**src/rtl/mux_oht.sv**
```systemverilog
// Registered one-hot multiplexer: selects one of WIDTH data inputs by a one-hot
// select and registers the selected value together with an "any select set" flag.
module mux_oht #(
  parameter type DAT_T          = logic [8-1:0],
  parameter int  WIDTH          = 16,
  parameter int  IMPLEMENTATION = 0
) (
  input  logic             clk,
  input  logic             rst_n,
  input  logic [WIDTH-1:0] oht,
  input  DAT_T             ary [WIDTH-1:0],
  output logic             vld,
  output DAT_T             dat
);

  localparam int DW = $bits(DAT_T);

  logic          vld_d, vld_q;
  logic [DW-1:0] dat_d, dat_q;

  assign vld_d = |oht;

  generate
    if (WIDTH < 1) begin : g_bad_width
      $error("mux_oht: WIDTH must be at least 1");
    end

    if (IMPLEMENTATION == 0) begin : g_and_or
      // Every entry is gated by its own select bit, so several set bits merge.
      always_comb begin
        dat_d = '0;
        for (int i = 0; i < WIDTH; i++) begin
          dat_d = dat_d | (DW'(ary[i]) & {DW{oht[i]}});
        end
      end
    end else if (IMPLEMENTATION == 1) begin : g_priority
      // Later indices overwrite earlier ones, so the highest set bit wins.
      always_comb begin
        dat_d = '0;
        for (int i = 0; i < WIDTH; i++) begin
          if (oht[i]) begin
            dat_d = DW'(ary[i]);
          end
        end
      end
    end else begin : g_bad_impl
      $error("mux_oht: IMPLEMENTATION must be 0 or 1");
    end
  endgenerate

  always_ff @(posedge clk or negedge rst_n) begin
    if (!rst_n) begin
      vld_q <= 1'b0;
      dat_q <= '0;
    end else begin
      vld_q <= vld_d;
      dat_q <= dat_d;
    end
  end

  assign vld = vld_q;
  assign dat = DAT_T'(dat_q);

endmodule

```
**config.mk**
```make
export PLATFORM = sky130hd
export DESIGN_NAME = mux_oht
export DESIGN_NICKNAME = d
export VERILOG_FILES = /design/src/rtl/mux_oht.sv
export SDC_FILE = /design/constraint.sdc
export NUM_CORES = 1
export LEC_CHECK = 0
export BUFFER_PORTS_ARGS = -buffer_cell sky130_fd_sc_hd__buf_2
export CAP_MARGIN = 20
export CORE_MARGIN = 3
export CORE_UTILIZATION = 29
export CTS_CLUSTER_DIAMETER = 80
export DETAILED_ROUTE_END_ITERATION = 12
export GPL_TIMING_DRIVEN = 0
export PLACE_DENSITY_LB_ADDON = 0.25
export RECOVER_POWER = 100
export SLEW_MARGIN = 20
export SYNTH_ARGS = -nofsm -noshare
export SYNTH_HDL_FRONTEND = slang
export SYNTH_SLANG_ARGS = --single-unit
```
**constraint.sdc**
```tcl
create_clock -name clk -period 0.8 [get_ports clk]
set_input_delay 0 -clock clk [delete_from_list [all_inputs] [get_ports clk]]
set_output_delay 0 -clock clk [all_outputs]
set_load 0.02 [all_outputs]
```
==> Implementation_results.wiki <==
{| class="wikitable"
! Metric !! Value
|-
| Run status || finished, violations left
|-
| Violated checks || hold timing
|-
| Via/cell ratio || 5.36
|-
| Clock tree from TritonCTS || yes
|-
| Maximum VDD drop || 0.000385 V
|-
| Worst-path fanout max || 1
|-
| Post-detailed-routing wire length || 5030 µm
|-
| Worst Hold Path Cells || 3
|-
| Number of buffer and inverter instances along the worst setup path || 1
|-
| Final Total Pwr || 1570 µW
|-
| Type of origin of the critical path || flip-flop
|-
| Transition at the pin with the smallest max-transition slack || 0.474 ns
|-
| Number of hold violations in the final report || 6
|-
| Total power density per cell area || 878 nW/µm²
|-
| Final worst-path cycle share || 0.976
|-
| Final-report setup violation count || 0
|-
| Core Box Area || 3180 µm²
|-
| Drt drc || 0
|-
| Largest net degree at the start of global routing || 10
|-
| Leakage power of the design || 0.000893 µW
|-
| Total Die Area || 4240 µm²
|-
| Combined area of all synthesized cells || 1010 µm²
|-
| Data required time at the worst endpoint || 0.80 ns
|-
| RSZ-0062 raised after global routing || true
|-
| Cell type group with the largest total delay on the critical path || flip-flops
|-
| GP Congestion || 0.752
|-
| Gate count of the mapped netlist || 102
|-
| Wire length of the first global-routing pass || 7290 µm
|-
| Max-cap check violation count || 0
|-
| Count of port buffers added during placement || 138
|-
| Seq. cell area || 225 µm²
|-
| Grt peak-use layer || met2
|-
| H-tree depth || 1
|-
| Post-synthesis average cell area || 9.92 µm²
|-
| Area of all placed cells without fillers || 1790 µm²
|-
| Overall global routing resource usage || 0.219
|-
| Net count, final || 392
|-
| Cells traversed along the worst timing path || buf_2
|-
| Met2 Use GR || 0.401
|-
| Number of buffers created by CTS || 3
|-
| Number of global-route vias before repair || 1571
|-
| Sinks on Clock Net || 9
|-
| Final-layout fill cell count || 334
|-
| Wire length per cell after detailed routing || 17.4 µm
|-
| Area used by multi-input combinational logic || 654 µm²
|-
| Antenna violations before repair || 0
|-
| Critical Path Max Stage Delay || 0.37 ns
|-
| Met3 Use GR || 0.0260
|-
| First-pass iteration count of the detailed router || 4
|-
| Rel. slew slack || 0.684
|-
| Syn_nets || 248
|-
| Root buffer selected by CTS || clkbuf_4
|-
| Synthesis-to-finish area growth || 77.1%
|-
| Overall die height || 65.1 µm
|-
| Placed inst area || 1760 µm²
|-
| DRC violation total after the first TritonRoute iteration || 66
|-
| Detailed-placement wirelength estimate || 4340 µm
|-
| Total number of placement rows || 20
|-
| Post-synthesis register bit count || 9
|-
| Starting density of the core || 0.319
|-
| Number of unique standard cell types used by synthesis || 11
|-
| Total Neg Setup Slack || 0 ns
|-
| Met1 global-route usage || 0.275
|-
| Startpoint of the worst hold path || ary[97]
|-
| Overall die width || 65.1 µm
|-
| Count of synthesis-stage warnings from yosys || 0
|-
| Fmax || 1280 MHz
|-
| CP Capture Type || output port
|-
| Worst hold path type || in2reg
|-
| Worst EP arrival || 0.78 ns
|-
| Number of nets still failing antenna checks after routing || 0
|-
| Number of pins with negative max-slew slack in the final report || 0
|-
| IO Count || 155
|-
| Number of antenna diodes || 0
|-
| Worst hold margin || -0.0188 ns
|-
| Final Instance Count excl. Fillers || 289
|-
| Clock slew at reported path FFs || 0.06 ns
|-
| Minimum period implied by the final worst setup slack || 0.781 ns
|-
| Global-route congestion overflow total || 0
|-
| Total via count after detailed routing || 1549
|-
| Critical path class || reg2out
|-
| Number of instances resized during post-cts repair || 0
|-
| Clock Tree Buf Depth || 2
|-
| Ratio of cells with drive above 1 in the final layout || 0.624
|-
| CP max-delay cell || dfrtp_1
|-
| Hold Path Sink || dat[1]
|-
| Total placed cells including tap cells || 284
|-
| Portion of the post-synthesis area used by sequential elements || 0.222
|}
routing by layer:
metal | share of wire | routed length [µm]
met3 | 0.076 | 383
met5 | 0 | 0
met4 | 0.014 | 68
met2 | 0.50 | 2530
met1 | 0.41 | 2050
how the worst max path moves through the flow:
stage	start	end	cells after the start
after floorplan	oht[11]	dat[0]	4
after global placement	oht[11]	dat[5]	4
after detailed placement	oht[11]	dat[5]	4
after CTS	dat[7]	dat[7]	1
after global routing	oht[9]	dat[1]	3
final	dat[7]	dat[7]	1
placed cells by master, fill, tap and decap left out, drive strengths merged:
master         n
nand4          9
a221oi        32
nor4           4
clkbuf        15
dfrtp          9
dlygate4sd3    1
a22o          32
buf          143
cell usage after synthesis:
cell,count,area share
a221oi_1,30,0.26
a221oi_2,2,0.030
buf_6,9,0.10
buf_1,1,0.0037
dfrtp_1,9,0.22
clkbuf_1,4,0.015
a22o_1,32,0.28
buf_4,1,0.0074
nor4_1,4,0.025
buf_2,1,0.0049
nand4_1,9,0.056
area by class of cell:
class                      instances  area share
sequential                         9       0.126
buffer                            16      0.0740
timing repair buffer             139       0.390
multi-input combinational         77       0.365
clock buffer                       4      0.0147
tap                               44      0.0307
power by group:
group	internal (µW)	leakage (µW)	total, µW	switching [µW]
Clock	192	0.0000150	341	150
Combinational	450	0.000799	772	322
Sequential	459	0.0000792	460	1.02
sequential cells by signal (all words and copies together), names as in the netlist:
| name | flops |
|---|---|
| dat | 8 |
| vld | 1 |
tightest hold or removal path, delay by kind of cell:
family	cells	cell delay, ns
buffers and inverters	1	0.08
AO/OA/AOI/OAI	1	0.06
AND/OR/NAND/NOR	1	0.06
cells by family (layout without fill, tap and decap cells):
| logic type | count (synthesis) | count (layout) | synth area share |
|---|---|---|---|
| AOI/OAI and AO/OA | 64 | 64 | 0.566 |
| buffers and inverters | 16 | 159 | 0.131 |
| and+or+nand+nor | 13 | 13 | 0.0803 |
| DFF | 9 | 9 | 0.223 |
through the flow:
step | hold slack, ns | setup WS [ns] | util
after floorplan | -0.296 | 0.0518 | -
after detailed placement | -0.144 | -0.210 | 0.553
after global routing | 0.00189 | -0.00237 | 0.564
after CTS | -0.0218 | 0.0216 | 0.565
after global placement | -0.145 | -0.202 | 0.553
final | -0.0188 | 0.0192 | 0.564
repair_timing:
| action | CTS | global route |
|---|---|---|
| endpoints found under the hold margin | 15 | 0 |
| buffers inserted | 0 | 0 |
| setup endpoints to repair | 0 | 1 |
| hold buffers | 1 | 0 |
Note: power is estimated with default switching activity, not from simulation.
